`config.mk`:
```
export PLATFORM = sky130hd
export DESIGN_NAME = qam16_frame_scheduler
export DESIGN_NICKNAME = d
export VERILOG_FILES = /design/src/rtl/qam16_frame_scheduler.sv
export SDC_FILE = /design/constraint.sdc
export NUM_CORES = 1
export LEC_CHECK = 0
export CELL_PAD_IN_SITES_DETAIL_PLACEMENT = 1
export CELL_PAD_IN_SITES_GLOBAL_PLACEMENT = 1
export CORE_UTILIZATION = 55
export CTS_BUF_LIST = sky130_fd_sc_hd__clkbuf_4
export DETAILED_ROUTE_END_ITERATION = 16
export GPL_TIMING_DRIVEN = 0
export PLACE_DENSITY_LB_ADDON = 0.1
export SLEW_MARGIN = 20
export SYNTH_ARGS = -nofsm -noshare
export SYNTH_HDL_FRONTEND = slang
export SYNTH_SLANG_ARGS = --single-unit
```
`constraint.sdc`:
```
create_clock -name aclk -period 5.61 [get_ports aclk]
set_clock_uncertainty 0.1 [all_clocks]
set_input_delay 0.8415 -clock aclk [delete_from_list [all_inputs] [get_ports aclk]]
set_output_delay 0.8415 -clock aclk [all_outputs]
set_load 0.005 [all_outputs]
```
`src/rtl/qam16_frame_scheduler.sv`:
```
// Frame scheduler for the QAM16 packetizer: buffers one payload frame, then sends
// preamble words, a header word and the buffered payload, followed by an idle gap.
//
// state    | meaning
// ---------+-----------------------------------------------------------
// IDLE     | waiting for enable and the first payload word
// COLLECT  | storing payload words until tlast
// DRAIN    | buffer full, discarding words until tlast
// PREAMBLE | sending PREAMBLE_WORD PREAMBLE_LEN times
// HEADER   | sending {5A, seq, 00, len}
// PAYLOAD  | sending buffered words 0..len-1
// GAP      | GAP_CYCLES idle cycles before returning to IDLE
module qam16_frame_scheduler #(
  parameter logic [31:0] PREAMBLE_WORD = 32'hF0F0_F0F0,
  parameter int          PREAMBLE_LEN  = 2,
  parameter int          MAX_PAYLOAD   = 16,
  parameter int          GAP_CYCLES    = 4
) (
  input  logic        aclk,
  input  logic        resetn,
  input  logic        enable,
  input  logic [31:0] s_axis_tdata,
  input  logic        s_axis_tvalid,
  input  logic        s_axis_tlast,
  output logic        s_axis_tready,
  output logic [31:0] m_axis_tdata,
  output logic        m_axis_tvalid,
  input  logic        m_axis_tready,
  output logic        busy,
  output logic        overflow_err,
  output logic [15:0] frame_count
);

  typedef enum logic [2:0] {
    S_IDLE, S_COLLECT, S_DRAIN, S_PREAMBLE, S_HEADER, S_PAYLOAD, S_GAP
  } state_t;

  localparam int         AW       = (MAX_PAYLOAD > 1) ? $clog2(MAX_PAYLOAD) : 1;
  localparam logic [7:0] MAX_LEN  = 8'(MAX_PAYLOAD);
  localparam logic [3:0] PRE_LOAD = 4'(PREAMBLE_LEN - 1);
  localparam logic [7:0] GAP_LOAD = (GAP_CYCLES > 0) ? 8'(GAP_CYCLES - 1) : 8'd0;

  state_t      state, state_nxt;
  logic [31:0] pay_mem [0:(1<<AW)-1];
  logic [7:0]  len;
  logic [7:0]  rd_idx;
  logic [7:0]  gap_cnt;
  logic [7:0]  seq;
  logic [3:0]  pre_cnt;
  logic        s_hs, m_hs, last_pay;

  assign s_hs     = s_axis_tvalid && s_axis_tready;
  assign m_hs     = m_axis_tvalid && m_axis_tready;
  assign last_pay = (rd_idx == len - 8'd1);

  always_ff @(posedge aclk) begin
    if (!resetn) state <= S_IDLE;
    else         state <= state_nxt;
  end

  always_comb begin
    state_nxt = state;
    case (state)
      S_IDLE: begin
        if (s_hs) begin
          if (s_axis_tlast)          state_nxt = S_PREAMBLE;
          else if (MAX_LEN == 8'd1)  state_nxt = S_DRAIN;
          else                       state_nxt = S_COLLECT;
        end
      end
      S_COLLECT: begin
        if (s_hs) begin
          if (s_axis_tlast)                 state_nxt = S_PREAMBLE;
          else if (len == MAX_LEN - 8'd1)   state_nxt = S_DRAIN;
        end
      end
      S_DRAIN:    if (s_hs && s_axis_tlast)     state_nxt = S_PREAMBLE;
      S_PREAMBLE: if (m_hs && pre_cnt == 4'd0)  state_nxt = S_HEADER;
      S_HEADER:   if (m_hs)                     state_nxt = S_PAYLOAD;
      S_PAYLOAD:  if (m_hs && last_pay)         state_nxt = (GAP_CYCLES == 0) ? S_IDLE : S_GAP;
      S_GAP:      if (gap_cnt == 8'd0)          state_nxt = S_IDLE;
      default:                                  state_nxt = S_IDLE;
    endcase
  end

  always_comb begin
    s_axis_tready = 1'b0;
    m_axis_tvalid = 1'b0;
    m_axis_tdata  = 32'd0;
    busy          = (state != S_IDLE);
    case (state)
      S_IDLE:    s_axis_tready = resetn && enable;
      S_COLLECT,
      S_DRAIN:   s_axis_tready = resetn;
      S_PREAMBLE: begin
        m_axis_tvalid = 1'b1;
        m_axis_tdata  = PREAMBLE_WORD;
      end
      S_HEADER: begin
        m_axis_tvalid = 1'b1;
        m_axis_tdata  = {8'h5A, seq, 8'h00, len};
      end
      S_PAYLOAD: begin
        m_axis_tvalid = 1'b1;
        m_axis_tdata  = pay_mem[rd_idx[AW-1:0]];
      end
      default: ;
    endcase
  end

  // Payload buffer carries no reset; len alone defines which entries are valid.
  always_ff @(posedge aclk) begin
    if (s_hs && state == S_IDLE)    pay_mem[0]             <= s_axis_tdata;
    if (s_hs && state == S_COLLECT) pay_mem[len[AW-1:0]]   <= s_axis_tdata;
  end

  always_ff @(posedge aclk) begin
    if (!resetn) begin
      len          <= 8'd0;
      seq          <= 8'd0;
      frame_count  <= 16'd0;
      overflow_err <= 1'b0;
      rd_idx       <= 8'd0;
      pre_cnt      <= PRE_LOAD;
      gap_cnt      <= GAP_LOAD;
    end else begin
      if (s_hs && state == S_IDLE)                   len <= 8'd1;
      if (s_hs && state == S_COLLECT)                len <= len + 8'd1;
      if (s_hs && state == S_DRAIN && s_axis_tlast)  len <= MAX_LEN;

      if (state != S_DRAIN && state_nxt == S_DRAIN)  overflow_err <= 1'b1;

      if (state != S_PREAMBLE) pre_cnt <= PRE_LOAD;
      else if (m_hs)           pre_cnt <= pre_cnt - 4'd1;

      if (state != S_PAYLOAD)  rd_idx <= 8'd0;
      else if (m_hs)           rd_idx <= rd_idx + 8'd1;

      if (state != S_GAP)      gap_cnt <= GAP_LOAD;
      else                     gap_cnt <= gap_cnt - 8'd1;

      if (state == S_PAYLOAD && m_hs && last_pay) begin
        seq         <= seq + 8'd1;
        frame_count <= frame_count + 16'd1;
      end
    end
  end

endmodule
```
==> summary.md, run 1 <==
| Metric | Value |
|---|---|
| Mean Syn Cell Area | 18.9 um2 |
| Fmax | 0.186 GHz |
| Seq cells post-synth | around 570 |
| Worst-skew pair later-pin latency | 0.97 ns |
| Total Wirelength | 59,900 um |
| Site Rows | 74 |
| Die W | a little over 200 um |
| First-pass GRT wire length | 88,400 um |
| Cells after synthesis | 1,205 |
| Most used DFF post-synth | edfxtp_1 |
| Count of different cell masters after synthesis | 54 |
| Run status | finished clean |
| Number of global-route vias before repair | 14,034 |
| Grt total ovfl | 0 |
| Commonest non-fill, non-tap cell in the layout | edfxtp_1 |
| Final HPWL DP | 38,400 um |
| Maximum VDD drop | 0.177 mV |
| DR vias/cell | 6.15 |
| Post-synth net total | 1,252 |
| WP data required | 4.67 ns |
| Largest net degree at the start of global routing | 18 |
| Fin nets | 1,548 |
| Multi-input logic area | 5970 um2 |
| Worst setup EP type | output port |
| Post-synth EDFFs | 512 |
| Wire per inst | 28.0 um |
| Final core occ | 66.1% |
| Routed Antenna Nets | 0 |
| Num CTS Buffers | 147 |
| Startpoint of the most critical hold path | m_axis_tready |
| Die ar. | 42,200 um2 |
| Fillers | 3,564 |
| Layout area overhead | 18.6% |
| CTS Root Cell | clkbuf_4 |
| Post-Layout Cell Count | approximately 2,100 |
| Initial Util | between 50% and 60% |
| Synth area leader | edfxtp_1 |
| Yosys warns | 0 |
| Core area | 40,800 um2 |
| Worst rel slew slack | 31.4% |
| Min Hold Slack | 0.320 ns |
| WP data arrival | around 4.4 ns |
| Yosys top cell area share | slightly below 70% |
| Top cells by area, synth | edfxtp_1 (68%), mux4_2 (15%), dfxtp_1 (5.3%), mux2i_1 (1.1%), a21oi_1 (0.95%) |
| Share of cells above drive strength 1 | 30.1% |
| DRC viols | 0 |
| Commonest cells after routing, fill and taps aside | edfxtp_1 (512), clkbuf_4 (216), mux4_2 (152), clkdlybuf4s50_1 (88), dfxtp_1 (60) |
| Pwr dens | about 310 nW/um2 |
| Io pins | 90 |
| HP Class | primary input to register |
| Final Max Tran Viols | 0 |
| Synth async-reset ratio | 0% |
| Die Span Y | about 210 um |
| Inst Count DP | 1,883 |
| Slew @ Worst Pin | 1.03 ns |
| CP max stage delay | 0.76 ns |
| Vias | 13,148 |
| CTS H-tree lvls | 4 |
| Final period utilization | 95.9% |
| Final worst path period need | 5.38 ns |
| Crit Path Class | register to output port |
| Setup bufs post-CTS | 0 |
| CTS tree | yes |
| Startpoint Class | register |
| Clk sink count | around 570 |
| Clock tree buffer depth | 3 |
| Initial antenna violation count | 4 |
| Seq/Total Area, Yosys | between 70% and 80% |
| Mapped Area | 22,700 um2 |
| Crit-path cells | clkbuf_1 -> clkbuf_2 -> clkbuf_1 -> mux4_2 -> nor2_1 -> nor2_1 -> clkdlybuf4s50_1 |
| Port buffer count | 88 |
| Slowest cell on crit path | clkbuf_1 |
| Drt pass-1 iters | 5 |
| Final setup viols | 0 |
| Max-Cap Viols | 0 |
| GRT Overall Usage | between 30% and 40% |
| RR Startpoint | len[0] |
| Final GP Congestion | roughly 0.83 |
| Final hold viol count | 0 |
| Iteration-0 DRC count of the detailed router | approximately 1,300 |
| Crit path max fanout | 10 |
| CTS Hold Buffers Added | 0 |
| Leak pwr | ~0.0086 uW |
| FF+latch area | 16,600 um2 |
| Worst-path clk slew | about 0.07 ns |
## metal layers
metal / global-route usage [%] / routed length, um / up-vias
li1: - / - / 5579
met1: 40.3 / 24800 / 6861
met2: 46.9 / 29000 / 626
met3: 9.58 / 4900 / 80
met4: 10.1 / 1200 / 2
met5: 0 / 16 / -
## cell type report
class / instances / share of cell area, %
diodes: 4 / 0.0371
plain buffers: 66 / 1.09
clock buffers: 216 / 6.01
clock inverters: 34 / 0.691
inverters: 14 / 0.195
multi-input cells: 553 / 22.1
flip-flops and latches: 572 / 61.4
well taps: 532 / 2.47
repair buffers: 147 / 5.93
## flip-flops by register name (all words and copies together), names as in the netlist, named ones only
name          cells
frame_count      16
len               8
overflow_err      1
pay_mem         512
pre_cnt           4
gap_cnt           8
rd_idx            8
state             3
seq               8
## where the power goes
group / internal, uW / switching [uW]
logic: 70.3 / 118
registers: 4650 / 4.72
clock network: 1810 / 1700
## metrics by stage
step / cell area (um2) / TNS (ns) / setup slack (ns) / power, uW
2_1_floorplan: 22700 / 0 / 0.457 / 4810
3_5_place_dp: 25100 / 0 / 0.858 / 4930
6_report: 27000 / 0 / 0.232 / 8350
5_1_grt: 27000 / -0.0142 / -0.0106 / 8650
4_1_cts: 27000 / -0.185 / -0.0408 / 8430
3_3_place_gp: 24300 / -731.09 / -4.74 / 4910
## cells by family (layout without fill, tap and decap cells)
group / count (synthesis) / after routing / synth area share [%]
flip-flops: 572 / 572 / 72.9
AND/OR/NAND/NOR: 224 / 224 / 4.97
multiplexers: 177 / 177 / 16.2
AO/OA/AOI/OAI: 118 / 118 / 3.17
buffers and inverters: 80 / 477 / 1.37
XOR/XNOR: 25 / 25 / 0.963
adder cells (fa/ha/maj): 9 / 9 / 0.495
other: 0 / 4 / 0
## critical path: cells and delay by family (launching register included)
| kind | cells | cell delay, ns |
|---|---|---|
| buffers and inverters | 4 | 2.45 |
| and+or+nand+nor | 2 | 0.35 |
| DFF | 1 | 0.31 |
| muxes | 1 | 0.36 |
## Yosys cell counts (11+ instances only)
cell type  number
nand3_1        17
inv_1          13
a21oi_1        43
mux4_2        152
buf_1          17
or3_1          18
dfxtp_1        60
mux2i_1        24
nor3_1         11
nand2_1        55
clkbuf_1       45
xnor2_1        12
edfxtp_1      512
o21ai_0        39
nor2_1         57
xor2_1         13
## final timing paths
| path | endpoint | depth (start not counted) | slack, ns |
|---|---|---|---|
| worst min register to register | gap_cnt[0] | 1 | 0.35 |
| worst max-delay path | m_axis_tdata[25] | 7 | 0.23 |
| worst min-delay path | pre_cnt[1] | 3 | 0.32 |
| worst max register to register | frame_count[11] | 10 | 1.85 |
## what timing repair did
| action | in CTS | in global routing |
|---|---|---|
| endpoints found under the setup margin | 21 | 20 |
| hold endpoints to repair | 0 | 0 |
| gates resized for setup | 8 | 7 |
(Power assumes the default switching activity.)
==> run 2: changes to the inputs <==
- CORE_UTILIZATION: 55 -> 58
- DONT_BUFFER_PORTS: not set -> 1
- SKIP_LAST_GASP: not set -> 1
==> run 2 against run 1 <==
  * Fmax is 7.7% higher
  * Global-route usage is 1.3 points higher
  * Hold slack worse by 0.21 ns
  * Largest power group unchanged
  * Clock power is 4% higher
  * Highest routed layer unchanged
  * First-iteration DRC count is 5.6% higher
  * Combinational power is 4% lower
  * Worst setup slack better by 0.39 ns
==> summary.md, run 2 (synthesis gave the netlist of run 1 again) <==
| Metric | Value |
|---|---|
| Run status | finished clean |
| CTS tree | yes |
| Setup TNS | 0 ns |
| Setup bufs post-CTS | 0 |
| Worst rel slew slack | between 30 and 40% |
| Commonest cells after routing, fill and taps aside | edfxtp_1 (512), clkbuf_4 (210), mux4_2 (152), dfxtp_1 (60), nand2_1 (55) |
| Max-Cap Viols | 0 |
| Drt pass-1 iters | 5 |
| Top reg by flops | pay_mem |
| CTS H-tree lvls | 4 |
| Routed Antenna Nets | 0 |
| Top cell family by delay on the critical path | buffers and inverters |
| Largest net degree at the start of global routing | 18 |
| Leak pwr | approximately 0.0084 uW |
| Final Max Tran Viols | 0 |
| Slowest cell on crit path | clkbuf_1 |
| Final HPWL DP | 38,300 um |
| Die ar. | 40,000 um2 |
| Final hold viol count | 0 |
| Wire per inst | 30.1 um |
| Maximum VDD drop | 0.226 mV |
| CP max stage delay | 0.69 ns |
| Num CTS Buffers | ~140 |
| RR Startpoint | len[0] |
| Die W | 200 um |
| Port buffer count | 0 |
| Crit path max fanout | 10 |
| Clk sink count | 572 |
| Site Rows | just over 70 |
| Crit-path most repeated cell | clkbuf_1 |
| GRT Overall Usage | between 30% and 40% |
| Pre-CTS setup slack | approximately 1.3 ns |
| Number of global-route vias before repair | 13,593 |
| PnR worst setup slack | 0.618 ns |
| Io pins | 90 |
| DR vias/cell | about 6.3 |
| Grt total ovfl | 0 |
| Pwr dens | 321 nW/um2 |
| Inst Count DP | 1,780 |
| Commonest non-fill, non-tap cell in the layout | edfxtp_1 |
| Slew @ Worst Pin | 1.04 ns |
| Worst-path clk slew | around 0.070 ns |
| Startpoint Class | register |
| Top Registers | pay_mem: 512 flops, frame_count: 16 flops |
| Fmax | 0.200 GHz |
| WP data required | 4.67 ns |
| Final worst path period need | 4.99 ns |
| First-pass GRT wire length | 86,600 um |
| Iteration-0 DRC count of the detailed router | between 1,000 and 1,500 |
| Max reg flops | 512 |
| Final GP Congestion | 0.833 |
| Crit-path cells | clkbuf_1 -> clkbuf_1 -> clkbuf_1 -> a211oi_1 -> a21oi_1 -> mux2i_1 -> o21ai_0 |
| HP Class | primary input to register |
| WP buf/inv | 3 |
| Total Wirelength | 61,800 um |
| Final setup viols | 0 |
| Initial antenna violation count | 6 |
| Crit Path Class | register to output port |
| Initial Util | 58.9% |
| CTS Root Cell | clkbuf_4 |
| WP data arrival | 4.05 ns |
| Fin nets | 1,489 |
| RSZ-0062 raised after global routing | false |
| Tot Pwr | 8470 uW |
| Min Hold Slack | 0.115 ns |
| Clock tree buffer depth | 3 |
| Die Span Y | 200 um |
| Share of cells above drive strength 1 | 30.5% |
| Layout area overhead | 16.1% |
| Final period utilization | between 80% and 90% |
| Core area | approximately 39,000 um2 |
| Vias | about 13,000 |
| Worst-skew pair later-pin latency | 0.83 ns |
| Post-Layout Cell Count | 2,058 |
| Startpoint of the most critical hold path | s_axis_tlast |
| DRC viols | 0 |
| Worst setup EP type | output port |
run 2: changes by cell type in the layout (fill, tap and decap cells not counted), sizes merged, moves of 3 or more:
cell / change
clkbuf: -3
clkdlybuf4s50: -88
bufinv: +4
clkinv: -6
clkdlybuf4s15: -3
diode: -3
dlygate4sd3: +34
run 2: worst paths after layout:
kind	to	slack (ns)	cells after the start
setup / recovery	m_axis_tdata[22]	0.62	7
hold / removal	len[4]	0.11	2
setup reg to reg	frame_count[8]	1.85	10
hold reg to reg	gap_cnt[0]	0.34	1
run 2: cell type report:
class / count / area, um2
Antenna cell: 1 / 2.50
Sequential cell: 572 / 16600
Tap cell: 518 / 648
Multi-Input combinational cell: 553 / 5970
Fill cell: 3300 / 12200
Clock inverter: 33 / 263
Clock buffer: 210 / 1580
Buffer: 66 / 270
Timing Repair Buffer: 91 / 1040
Inverter: 14 / 52.6
run 2: report_power, final:
part	total [uW]	switching (uW)	internal, uW
registers	4650	5.94	4650
clock network	3640	1700	1940
logic	180	121	58.6
total	8470	1830	6640
run 2: timing repair:
item,in CTS,in global routing
gates resized for setup,0,0
hold buffers,34,0
endpoints found under the hold margin,502,0
run 2: per-stage QoR:
step	utilization, %	instance area (um2)
final	68.3	26400
after floorplan	-	22700
after detailed placement	62.7	24200
after global placement	60.5	23400
after global routing	68.3	26400
after CTS	68.3	26400
run 2: routing by layer:
layer,part of all wire [%],GRT usage [%],vias up
met4,2.2,12.3,10
met2,50,50.5,681
met3,8.6,7.78,123
li1,-,-,5459
met5,0.11,0,-
met1,40,41.6,6790
==> run 3: changes to the inputs <==
- PLACE_DENSITY: not set -> 0.84
- PLACE_DENSITY_LB_ADDON: 0.1 -> not set
==> run 3 against run 2 <==
  * Fmax down 3.5%
  * Die area did not move
  * Final area decreased by 0.45%
  * Combinational power barely moved
  * Register-to-register slack lost 0.05 ns
  * Flip-flop and latch count did not move
  * Critical path depth fell by 1
  * Wire length is 11% higher
  * Power rose by 0.54%
  * Worst setup slack got worse by 0.18 ns
  * Hold slack worse by 0.050 ns
==> summary.md, run 3 (synthesis gave the netlist of run 1 again) <==
| Metric | Value |
|---|---|
| Run status | finished clean |
| Share of cells above drive strength 1 | 29.7% |
| RSZ-0062 raised after global routing | false |
| P_int | between 6000 and 7000 uW |
| Met1 layer wirelength in the final routing | about 25,000 um |
| Final worst path period need | 5.17 ns |
| DR vias/cell | roughly 6.7 |
| Initial Util | 58.9% |
| Setup bufs post-CTS | 0 |
| Routed Antenna Nets | 0 |
| CTS H-tree lvls | 4 |
| Port buffer count | 0 |
| Post-Layout Cell Count | 2,059 |
| Final HPWL DP | 38,700 um |
| Top Registers | pay_mem: 512 flops, frame_count: 16 flops |
| Final hold viol count | 0 |
| Commonest non-fill, non-tap cell in the layout | edfxtp_1 |
| Commonest cells after routing, fill and taps aside | edfxtp_1 (512), clkbuf_4 (205), mux4_2 (152), dfxtp_1 (60), nand2_1 (55) |
| Top reg by flops | pay_mem |
| Crit-path cells | clkbuf_1 -> buf_1 -> mux4_2 -> mux4_2 -> o21ai_0 -> nand2_1 |
| Crit Path Class | register to output port |
| Met3 WL | slightly below 7000 um |
| Leak pwr | ~0.0083 uW |
| RR Startpoint | len[0] |
| Final core occ | 68.0% |
| First-pass GRT wire length | 98,100 um |
| Slew @ Worst Pin | 1.20 ns |
| Initial antenna violation count | 2 |
| Num CTS Buffers | 139 |
| Tot Pwr | ~8500 uW |
| Worst-skew pair later-pin latency | 0.87 ns |
| WP data required | 4.67 ns |
| Top cell family by delay on the critical path | buffers and inverters |
| Final setup viols | 0 |
| Post-Place Cell Area | 24,200 um2 |
| Total Wirelength | 68,900 um |
| Wire per inst | 33.5 um |
| CTS tree | yes |
| WP buf/inv | 2 |
| Core area | roughly 39,000 um2 |
| Worst setup EP type | output port |
| Sw Ratio | 23.5% |
| Clk sink count | 572 |
| Sequential power share | 54.6% |
| Clock share of power | between 40% and 50% |
| CP max stage delay | 0.82 ns |
| RR Endpoint | frame_count[4] |
| WP depth | 6 |
| Fmax | 0.193 GHz |
| Worst rel slew slack | 19.8% |
| Max-Cap Viols | 0 |
| GRT Overall Usage | 35.6% |
| Die W | 200 um |
| Routed wl met2 | 34,400 um |
| Max reg flops | 512 |
| Drt pass-1 iters | 5 |
| Io pins | 90 |
| Clock tree buffer depth | 3 |
| Final Instance Area | 26,300 um2 |
| HP Class | primary input to register |
| Number of global-route vias before repair | 14,588 |
| Largest net degree at the start of global routing | 20 |
| Fin nets | 1,478 |
| Pwr dens | 324 nW/um2 |
| Slowest cell on crit path | buf_1 |
| Die ar. | between 40,000 and 50,000 um2 |
| WP data arrival | 4.23 ns |
| Maximum VDD drop | 0.242 mV |
| Iteration-0 DRC count of the detailed router | 1,547 |
| Net switching power | 2000 uW |
| Comb pwr share | 2.1% |
| Layout area overhead | 15.6% |
| Inst Count DP | 1,775 |
| Crit path max fanout | 10 |
| Site Rows | 72 |
| Top layer in use | met4 |
| Final Max Tran Viols | 0 |
| R2R setup slack | 1.80 ns |
| Worst-path clk slew | 0.08 ns |
| Startpoint Class | register |
| Min Hold Slack | 0.0648 ns |
| Grt total ovfl | 0 |
| Die Span Y | about 200 um |
| Final GP Congestion | 0.844 |
| Crit-path most repeated cell | mux4_2 |
| Vias | 13,779 |
| End of the critical path | m_axis_tdata[28] |
| CTS Root Cell | clkbuf_4 |
| DRC viols | 0 |
| R2R depth | 10 |
| Final period utilization | between 90% and 100% |
==> run 3: what timing repair did <==
item                      in CTS  in global routing
resized for setup              0                  0
hold endpoints to repair     512                  0
hold buffers                  32                  0
==> run 3: power groups by stage <==
stage | Clock (uW) | Combinational (uW) | Sequential, uW
final | 3690 | 181 | 4650
after global routing | 3880 | 189 | 4650
after CTS | 3650 | 175 | 4650
after detailed placement | 0 | 105 | 4740
after global placement | 0 | 94.5 | 4740
after floorplan | 0 | 70.5 | 4740
==> run 3: area by class of cell <==
type,count,area [um2]
Sequential cell,572,16600
Fill cell,3247,12400
Multi-Input combinational cell,553,5970
Clock buffer,205,1540
Timing Repair Buffer,85,975
Tap cell,518,648
Buffer,66,270
Clock inverter,43,248
Inverter,14,52.6
Antenna cell,3,7.51
==> run 3: metrics by stage <==
step	setup TNS, ns	setup WS [ns]
floorplan	0	0.457
global placement	-485.03	-4.02
detailed placement	0	1.43
CTS	0	0.264
global route	0	0.272
finish	0	0.437
==> run 3: worst min path at each step <==
stage | endpoint | start | cells past startpoint | slack [ns]
2_1_floorplan | gap_cnt[0] | gap_cnt[0] | 1 | 0.30
3_3_place_gp | gap_cnt[0] | gap_cnt[0] | 1 | 0.32
3_5_place_dp | gap_cnt[0] | gap_cnt[0] | 1 | 0.34
4_1_cts | len[4] | s_axis_tlast | 2 | 0.03
5_1_grt | len[4] | s_axis_tlast | 2 | 0.06
6_report | len[4] | s_axis_tlast | 2 | 0.06
==> run 3: metal layers <==
layer | GRT usage [%] | vias to the layer above
met5 | 0 | -
met4 | 16.6 | 0
met3 | 8.53 | 200
met2 | 58.6 | 1031
met1 | 45.2 | 7103
li1 | - | 5445
